==> src/rtl/spi_reg_bridge.sv <==
// Byte-level command decoder between an SPI slave and a simple register bus.
// Byte 0 is the command: bit7 selects write or read, and the low bits give the start address.
// The following bytes are data (write) or dummies (read) at an auto-incrementing address.
module spi_reg_bridge #(
  parameter int ADDR_W = 7,
  parameter int RD_LAT = 1
) (
  input  logic              clk,
  input  logic              rst,
  input  logic [7:0]        spi_data_out,
  input  logic              spi_data_stb,
  input  logic              spi_tsx_start,
  output logic [7:0]        spi_data_in,
  output logic [ADDR_W-1:0] bus_addr,
  output logic [7:0]        bus_wdata,
  output logic              bus_we,
  output logic              bus_re,
  input  logic [7:0]        bus_rdata,
  output logic              busy
);

  // state    | meaning
  // IDLE     | after reset, waiting for the first transaction start
  // CMD      | waiting for the command byte
  // WR_DATA  | each received byte is written at bus_addr
  // RD_ISSUE | issue bus_re at bus_addr
  // RD_WAIT  | wait for read data, then load it into the transmit byte
  // RD_DATA  | transmit byte ready; the next dummy byte triggers a prefetch
  localparam logic [2:0] IDLE     = 3'd0;
  localparam logic [2:0] CMD      = 3'd1;
  localparam logic [2:0] WR_DATA  = 3'd2;
  localparam logic [2:0] RD_ISSUE = 3'd3;
  localparam logic [2:0] RD_WAIT  = 3'd4;
  localparam logic [2:0] RD_DATA  = 3'd5;

  logic [2:0] state;
  logic [1:0] lat_cnt;

  assign busy = (state != IDLE);

  always_ff @(posedge clk or posedge rst) begin
    if (rst) begin
      state       <= IDLE;
      lat_cnt     <= 2'd0;
      spi_data_in <= 8'h00;
      bus_addr    <= '0;
      bus_wdata   <= 8'h00;
      bus_we      <= 1'b0;
      bus_re      <= 1'b0;
    end else begin
      bus_we <= 1'b0;
      bus_re <= 1'b0;
      if (bus_we) bus_addr <= bus_addr + ADDR_W'(1);
      if (spi_tsx_start) begin
        // a new transaction wins over a coincident byte and drops any read in flight
        state       <= CMD;
        spi_data_in <= 8'h00;
      end else begin
        case (state)
          CMD: begin
            if (spi_data_stb) begin
              bus_addr <= spi_data_out[ADDR_W-1:0];
              state    <= spi_data_out[7] ? WR_DATA : RD_ISSUE;
            end
          end
          WR_DATA: begin
            if (spi_data_stb) begin
              bus_wdata <= spi_data_out;
              bus_we    <= 1'b1;
            end
          end
          RD_ISSUE: begin
            bus_re  <= 1'b1;
            lat_cnt <= 2'(RD_LAT);
            state   <= RD_WAIT;
          end
          RD_WAIT: begin
            // bus_rdata is sampled RD_LAT cycles after the cycle in which bus_re is high
            if (lat_cnt == 2'd0) begin
              spi_data_in <= bus_rdata;
              bus_addr    <= bus_addr + ADDR_W'(1);
              state       <= RD_DATA;
            end else begin
              lat_cnt <= lat_cnt - 2'd1;
            end
          end
          RD_DATA: begin
            if (spi_data_stb) state <= RD_ISSUE;
          end
          default: ;
        endcase
      end
    end
  end

endmodule

==> config.mk <==
export PLATFORM = sky130hd
export DESIGN_NAME = spi_reg_bridge
export DESIGN_NICKNAME = d
export VERILOG_FILES = /design/src/rtl/spi_reg_bridge.sv
export SDC_FILE = /design/constraint.sdc
export NUM_CORES = 1
export LEC_CHECK = 0
export CAP_MARGIN = 20
export CORE_ASPECT_RATIO = 0.8
export CORE_MARGIN = 2
export CORE_UTILIZATION = 46
export DETAILED_ROUTE_END_ITERATION = 12
export GPL_ROUTABILITY_DRIVEN = 0
export PLACE_DENSITY = 0.89
export SLEW_MARGIN = 20
export SYNTH_ARGS = -nofsm -noshare
export SYNTH_HDL_FRONTEND = slang
export SYNTH_SLANG_ARGS = --single-unit
==> constraint.sdc <==
create_clock -name clk -period 2.3 [get_ports clk]
set_clock_uncertainty 0.15 [all_clocks]
set_input_delay 0.23 -clock clk [delete_from_list [all_inputs] [get_ports clk]]
set_output_delay 0.23 -clock clk [all_outputs]
set_load 0.05 [all_outputs]
-- Word-level counts from Yosys, hierarchy flattened
Cells that the tools add are included.
- register bits: 30
- output and inout bits: 26
- $add $sub $neg: 2
- bitwise operators: 1
- muxes and demuxes: 21
- reduce and logical (&&, ||, !) cells: 10
- eq/ne operators: 9
- operator list (cell ; count):
    7-bit 2-to-1 mux ; 4
    8-bit 2-to-1 mux ; 3
    7-bit case mux with 2 select lines ; 1
    3-bit 2-to-1 mux ; 4
    3-bit case mux with 4 select lines ; 1
    3-bit inequality test, second input constant ; 3
    7-bit by 1-bit adder with 7-bit output, second input constant ; 1
    3-bit by 2-bit == test with 1-bit output, second input constant ; 2
    3-bit == test, second input constant ; 2
    1-bit 2-to-1 mux ; 6
    3-bit AND reduction ; 2
    2-bit nonzero test ; 3
    5-bit nonzero test ; 1
    2-bit case mux with 2 select lines ; 1
    4-bit AND reduction ; 1
    3-bit by 1-bit == test with 1-bit output, second input constant ; 1
    3-bit nonzero test ; 1
    2-bit zero test ; 1
    2-bit 2-to-1 mux ; 1
    2-bit inequality test, second input constant ; 1
    2-bit AND reduction ; 1
    2-bit by 1-bit subtractor with 2-bit output, second input constant ; 1
    1-bit inverter ; 1

-- Depth between registers and ports, before layout
Gate-level depths: netlist (run 1).
- depth after elaboration: 5
- mapped depth: 7

-- Worst setup path before layout (run 1)
OpenSTA, ideal clock, no wires.
- kind: register to register
- start: register bus_addr[0]
- end: register bus_addr[4]
- stages on the path, launching flop included: 6
- data required time: 2.021 ns
- slack: 0.516 ns
- data arrival time: 1.505 ns
- buffers on the path: 0
- cells stage by stage: dfrtp_1 > ha_1 > nand4_1 > xnor2_1 > a32oi_1 > o22ai_1
- cells in the longest elaborated chain, start to end: 5
- elaborated cells between the ends (all ways): 6
- ends and longest elaborated chain (what ; RTL line ; RTL):
    start, declared ; 14 ; output logic [ADDR_W-1:0] bus_addr,
    start signal, assigned ; 53 ; if (bus_we) bus_addr <= bus_addr + ADDR_W'(1);
    start signal, assigned ; 62 ; bus_addr <= spi_data_out[ADDR_W-1:0];
    start signal, assigned ; 81 ; bus_addr <= bus_addr + ADDR_W'(1);
    7-bit by 1-bit adder with 7-bit output (*) ; 53, 81 ;
    7-bit 2-to-1 mux ; 53 ;
    7-bit 2-to-1 mux, on equally long branches ; 79, 61 ;
    7-bit case mux with 2 select lines ; 59 ; case (state)
    7-bit 2-to-1 mux (*) ; 54 ; if (spi_tsx_start) begin
Mark *: on every way between the ends. The rest lies on a longest branch, timed or not.
A chain may end at the register's enable or synchronous reset.

-- Final worst setup path (run 1)
- start: register state[0]
- end: output busy
- cells in the longest elaborated chain, start to end: 1
- ends and longest elaborated chain (what ; RTL line ; RTL):
    start, declared ; 36 ; logic [2:0] state;
    start signal, assigned ; 63 ; state <= spi_data_out[7] ? WR_DATA : RD_ISSUE;
    3-bit nonzero test ; 39 ; assign busy = (state != IDLE);
    end, declared ; 19 ; output logic busy
Every way passes these cells.

==> results.cfg, run 1 <==
[finish]
area_growth_pct = 40.4
register_area_um2 = 751
drive_above_1_share = 0.133
fill_cells = 234
multiInputGateArea_um2 = 724
fin_nets = 233
diodes = 0

[synthesis]
netlist_area_mm2 = 0.00155
synth.distinct_cells = 40
synth_edf_count = 0
postSynthAreaPerCell_um2 = 9.74
syn_inst = 159
synthFlopType = dfrtp_1
ys_ff_latch = 30
synth_warnings = 0
synth_seq_area_share = 0.485
synthesis.nets = 181
async_flop_share = 1.00

[grt]
grt_pass1_vias = 1266
track_usage = 0.212
antenna_found_initial = 0
grt_max_degree = 31
globalRouteOverflowTotal = 0
grt_pass1_wl_um = 5980

[power]
p_int_mw = 1.24
p_leak_nw = 0.910
combinationalPowerShare = 0.371
sw_frac_of_total = 0.376
netSwitchingPower_uw = 747
ir_drop_v = 0.000544
pwr-share-clk = 0.273
pwr_density_cell_mw_per_mm2 = 913
total_power_mw = 1.99
p_seq_frac = 0.356

[critical_path]
rrSetupSlack_ps = 390
endpoint_kind = primary output
crit_fanout = 2
reg2regPathDepth = 6
cp.required_ps = 1920
timing.setup.critical_path_class = flip-flop to primary output
reg2reg_from = lat_cnt[0]
slowest_stage = clkdlybuf4s50_1
cp-start-kind = flip-flop
critPathArrivalTime_ps = 1730
r2r-end = bus_addr[4]
worstPathCellList = or3_1 > clkdlybuf4s50_1
cpPeakStageDelay_ps = 710

[sta]
period_needed_ps = 2110
drv_slew = 0
setup_tns_ps = 0
setup_viol = 0
hold_viol = 0
slew_headroom = 0.645
clock.fmax_ghz = 0.475
rsz0062_at_grt = false
worstMarginPinSlew_ps = 530
finalCritPeriodShare = 0.916

[clocking]
post_cts_buffers = 0
cts-resized-gates = 0
cts_made_buffers = 5
cts_hold_buffers = 0
cts.sinks = 30
cts-root-buf = clkbuf_8
cts_tree = built
path_clk_slew_ps = 60
cts.htree.levels = 2
clk_latency_ps = 280
clockBufferDepth = 2

[placement]
numPortBuffers = 45
dp_hpwl_um = 2650

[floorplanning]
io-pin-count = 46
dieHeight_um = 55.9
die_w_um = 68.9
row_count = 18
die_area_mm2 = 0.00385
start_util = 0.491
design.core.area_mm2 = 0.00315

[flow_run]
maxCapViolations = 0

[routing]
drt_iter0_markers = 123
ant_nets = 0
wire_per_inst_um = 14.5
via_per_inst = 5.50
dr.pass1.iters = 4
drc = 0
vias = 1381
routed_wirelength_um = 3640

[hold_path]
hold_class = input pin to async pin

[status]
status = finished clean
[Yosys cell counts (3+ instances only)]
cell type / instances / area, µm²
dfrtp_1: 30 / 751
nor2_1: 4 / 15.0
a32oi_1: 5 / 43.8
o21ai_0: 11 / 55.1
o22ai_1: 3 / 18.8
nand2_1: 28 / 105
clkbuf_1: 3 / 11.3
nand4_1: 4 / 25.0
xnor2_1: 3 / 26.3
mux2_2: 8 / 90.1
inv_1: 6 / 22.5
a21oi_1: 17 / 85.1
[cells in the final DEF (no fill, tap or decap), types with 2 or more instances in the layout]
cell type	count
ha_1	2
o31ai_1	2
inv_1	6
xnor2_1	3
a41oi_1	2
and3b_1	2
clkdlybuf4s50_1	45
nor2_1	4
nor3_2	2
and3_1	2
nand4_1	4
mux2_2	8
o21ai_1	2
buf_4	8
a32oi_1	5
dfrtp_1	30
nand2_1	28
a21oi_1	17
o21ai_0	11
o22ai_1	3
clkbuf_8	6
[sequential cells by signal (all words and copies together), names as in the netlist]
signal	count
bus_addr	7
bus_re	1
bus_wdata	8
bus_we	1
lat_cnt	2
spi_data_in	8
state	3
[routing by layer]
layer,global-route usage,vias up,wire [µm]
met1,0.292,652,1630
met4,0.0952,0,82
met2,0.301,46,1700
li1,-,675,-
met3,0.0709,8,221
met5,0,-,0
[worst max-delay path by stage]
stage                     depth (start not counted)  slack, ps     endpoint     startpoint
after floorplan                                   5        520  bus_addr[4]    bus_addr[0]
after global placement                            5        320  bus_addr[0]  spi_tsx_start
after detailed placement                          5        310  bus_addr[1]  spi_tsx_start
after CTS                                         2        180         busy       state[0]
after global routing                              2        150         busy       state[0]
final                                             2        190         busy       state[0]
[metrics by stage]
stage	util	worst slack [ps]	hold WS, ps	cells	instance area, µm²
6_report	0.690	193	158	251	2170
5_1_grt	0.690	150	211	251	2170
4_1_cts	0.690	181	172	251	2170
3_5_place_dp	0.654	306	347	244	2060
3_3_place_gp	0.654	318	342	244	2060
2_1_floorplan	-	516	171	159	1550
[cells by family after synthesis]
group	count (synthesis)	synth area share
AND/OR/NAND/NOR	54	0.191
AO/OA/AOI/OAI	45	0.173
adder cells (fa/ha/maj)	2	0.0162
flip-flops	30	0.485
buffers and inverters	15	0.0477
multiplexers	9	0.0654
XOR/XNOR	4	0.0226
[power by group through the flow]
stage          registers (mW)  clock network, mW  logic, mW
2_1_floorplan           0.971                  0      0.215
3_3_place_gp            0.710                  0      0.725
3_5_place_dp            0.711                  0      0.738
4_1_cts                 0.703              0.552      0.741
5_1_grt                 0.720              0.579      0.778
6_report                0.706              0.543      0.737
[worst max-delay path: cells and delay by family (launching register included)]
family / cells / cell delay, ps
buf+inv: 1 / 710
flops: 1 / 370
simple gates: 1 / 370
[layout make-up]
cell class              instances  area share
flip-flops and latches         30       0.345
clock buffers                   6      0.0380
clock inverters                 1      0.0138
inverters                       7      0.0121
well taps                      40      0.0230
repair buffers                 53       0.235
multi-input cells             114       0.333
Note: power is estimated with default switching activity, not from simulation.
==> run 2: changes to the inputs <==
--- a/config.mk
+++ b/config.mk
@@ -7,7 +7,6 @@
 export LEC_CHECK = 0
 export CAP_MARGIN = 20
 export CORE_ASPECT_RATIO = 0.8
-export CORE_MARGIN = 2
 export CORE_UTILIZATION = 46
 export DETAILED_ROUTE_END_ITERATION = 12
 export GPL_ROUTABILITY_DRIVEN = 0
==> run 2 against run 1 <==
  * Die area shrank 6.4%
  * Clock-buffer cell count is the same
  * Sequential share of layout area grew 0.36 points
  * Wire length shrank 0.99%
  * Register-to-register slack lost 200 ps
  * Via count is the same
  * Combinational power shrank 1%
  * Maximum frequency shrank 0.18%
  * Final cell count is the same
  * First-iteration DRC count grew 27%
  * Non-clock buffer count shrank 1
  * Critical path type is now flip-flop to flip-flop
  * Largest power group unchanged
  * Highest routed layer unchanged
==> results.cfg, run 2 (synthesis gave the netlist of run 1 again) <==
[clocking]
path_clk_slew_ps = 70
clockBufferDepth = 2
cts_tree = built
cts-root-buf = clkbuf_8
clk_latency_ps = 290
cts.sinks = 30
cts_made_buffers = 5
cts.htree.levels = 2

[placement]
dp_hpwl_um = 2620
numPortBuffers = 45
place_area_mm2 = 0.00205

[routing]
drc = 0
ant_nets = 0
routed_wirelength_um = 3600
dr.pass1.iters = 4
wire_per_inst_um = 14.4
vias = 1381
via_per_inst = 5.50
drt_iter0_markers = 156

[sta]
slew_headroom = 0.657
finalCritPeriodShare = 0.918
worstMarginPinSlew_ps = 513
hold_viol = 0
rsz0062_at_grt = false
drv_slew = 0
period_needed_ps = 2110
setup_tns_ps = 0
setup_viol = 0
clock.fmax_ghz = 0.474

[finish]
final_cell_mix = 44 x clkdlybuf4s50_1, 30 x dfrtp_1, 28 x nand2_1
final_cell_area_mm2 = 0.00215
fin_nets = 232
diodes = 0
area_growth_pct = 38.9
reg_top3 = bus_wdata x8, spi_data_in x8, bus_addr x7
final_common_cell = clkdlybuf4s50_1
drive_above_1_share = 0.133

[power]
pwr-share-clk = 0.237
combinationalPowerShare = 0.387
sw_frac_of_total = 0.399
netSwitchingPower_uw = 749
p_seq_frac = 0.376
ir_drop_v = 0.000537
pwr_density_cell_mw_per_mm2 = 873
p_leak_nw = 0.898
p_int_mw = 1.13

[floorplanning]
row_count = 18
die_area_mm2 = 0.00360
start_util = 0.491
io-pin-count = 46
dieHeight_um = 53.9
design.core.area_mm2 = 0.00315
die_w_um = 66.9

[grt]
grt_pass1_wl_um = 6030
antenna_found_initial = 0
grt_pass1_vias = 1290
track_usage = 0.236
globalRouteOverflowTotal = 0
grt_max_degree = 31

[critical_path]
reg2regPathDepth = 6
endpoint_kind = flip-flop
timing.setup.critical_path_class = flip-flop to flip-flop
cp-start-kind = flip-flop
reg2reg_from = lat_cnt[0]
rrSetupSlack_ps = 190
crit_fanout = 7
critPathArrivalTime_ps = 2140
cp.required_ps = 2330
r2r-end = bus_addr[6]

[hold_path]
hold_class = input pin to async pin

[flow_run]
maxCapViolations = 0

[status]
status = finished clean
[run 2: worst max path at each step]
stage	start	to	slack [ps]	cells after the start
2_1_floorplan	bus_addr[0]	bus_addr[4]	520	5
3_3_place_gp	lat_cnt[0]	bus_addr[6]	340	6
3_5_place_dp	lat_cnt[0]	bus_addr[6]	300	6
4_1_cts	state[1]	busy	40	2
5_1_grt	lat_cnt[1]	bus_addr[6]	10	6
6_report	lat_cnt[0]	bus_addr[6]	190	6
[run 2: layout make-up]
| cell class | instances | area (µm²) |
|---|---|---|
| Clock inverter | 2 | 12.5 |
| Fill cell | 255 | 1000 |
| Tap cell | 40 | 50.0 |
| Multi-Input combinational cell | 114 | 724 |
| Clock buffer | 6 | 82.6 |
| Timing Repair Buffer | 52 | 505 |
| Inverter | 7 | 26.3 |
| Sequential cell | 30 | 751 |
[run 2: what timing repair did]
action / CTS / global route
endpoints found under the setup margin: 0 / 1
gates resized for setup: 0 / 1
hold buffers: 0 / 0
buffers inserted: 0 / 0
[run 2: power by group through the flow]
stage | sequential (mW) | clock (mW) | combinational (mW)
after floorplan | 0.971 | 0 | 0.215
after global placement | 0.711 | 0 | 0.718
after detailed placement | 0.715 | 0 | 0.727
after CTS | 0.706 | 0.455 | 0.731
after global routing | 0.723 | 0.475 | 0.776
final | 0.706 | 0.446 | 0.727
[run 2: layer usage]
metal  GRT usage  share of wire  vias to the layer above
met5           0              0                        -
met4       0.106          0.010                        0
met3      0.0530          0.059                        4
met2       0.372           0.48                       55
met1       0.313           0.46                      652
li1            -              -                      670
[run 2: through the flow]
stage | utilization | total power [mW] | hold slack (ps) | std cells | worst slack (ps)
after global routing | 0.683 | 1.97 | 218 | 251 | 14.2
after global placement | 0.652 | 1.43 | 338 | 243 | 344
after detailed placement | 0.652 | 1.44 | 347 | 243 | 300
final | 0.683 | 1.88 | 157 | 251 | 189
after floorplan | - | 1.19 | 171 | 159 | 516
after CTS | 0.682 | 1.89 | 171 | 251 | 39.4
[run 2: critical path, stage by stage, from the launching register on]
cell,delay (ps)
dfrtp_1,400
inv_1,70
ha_1,280
nand4bb_1,250
o21ai_1,390
a41oi_1,200
o31ai_1,270
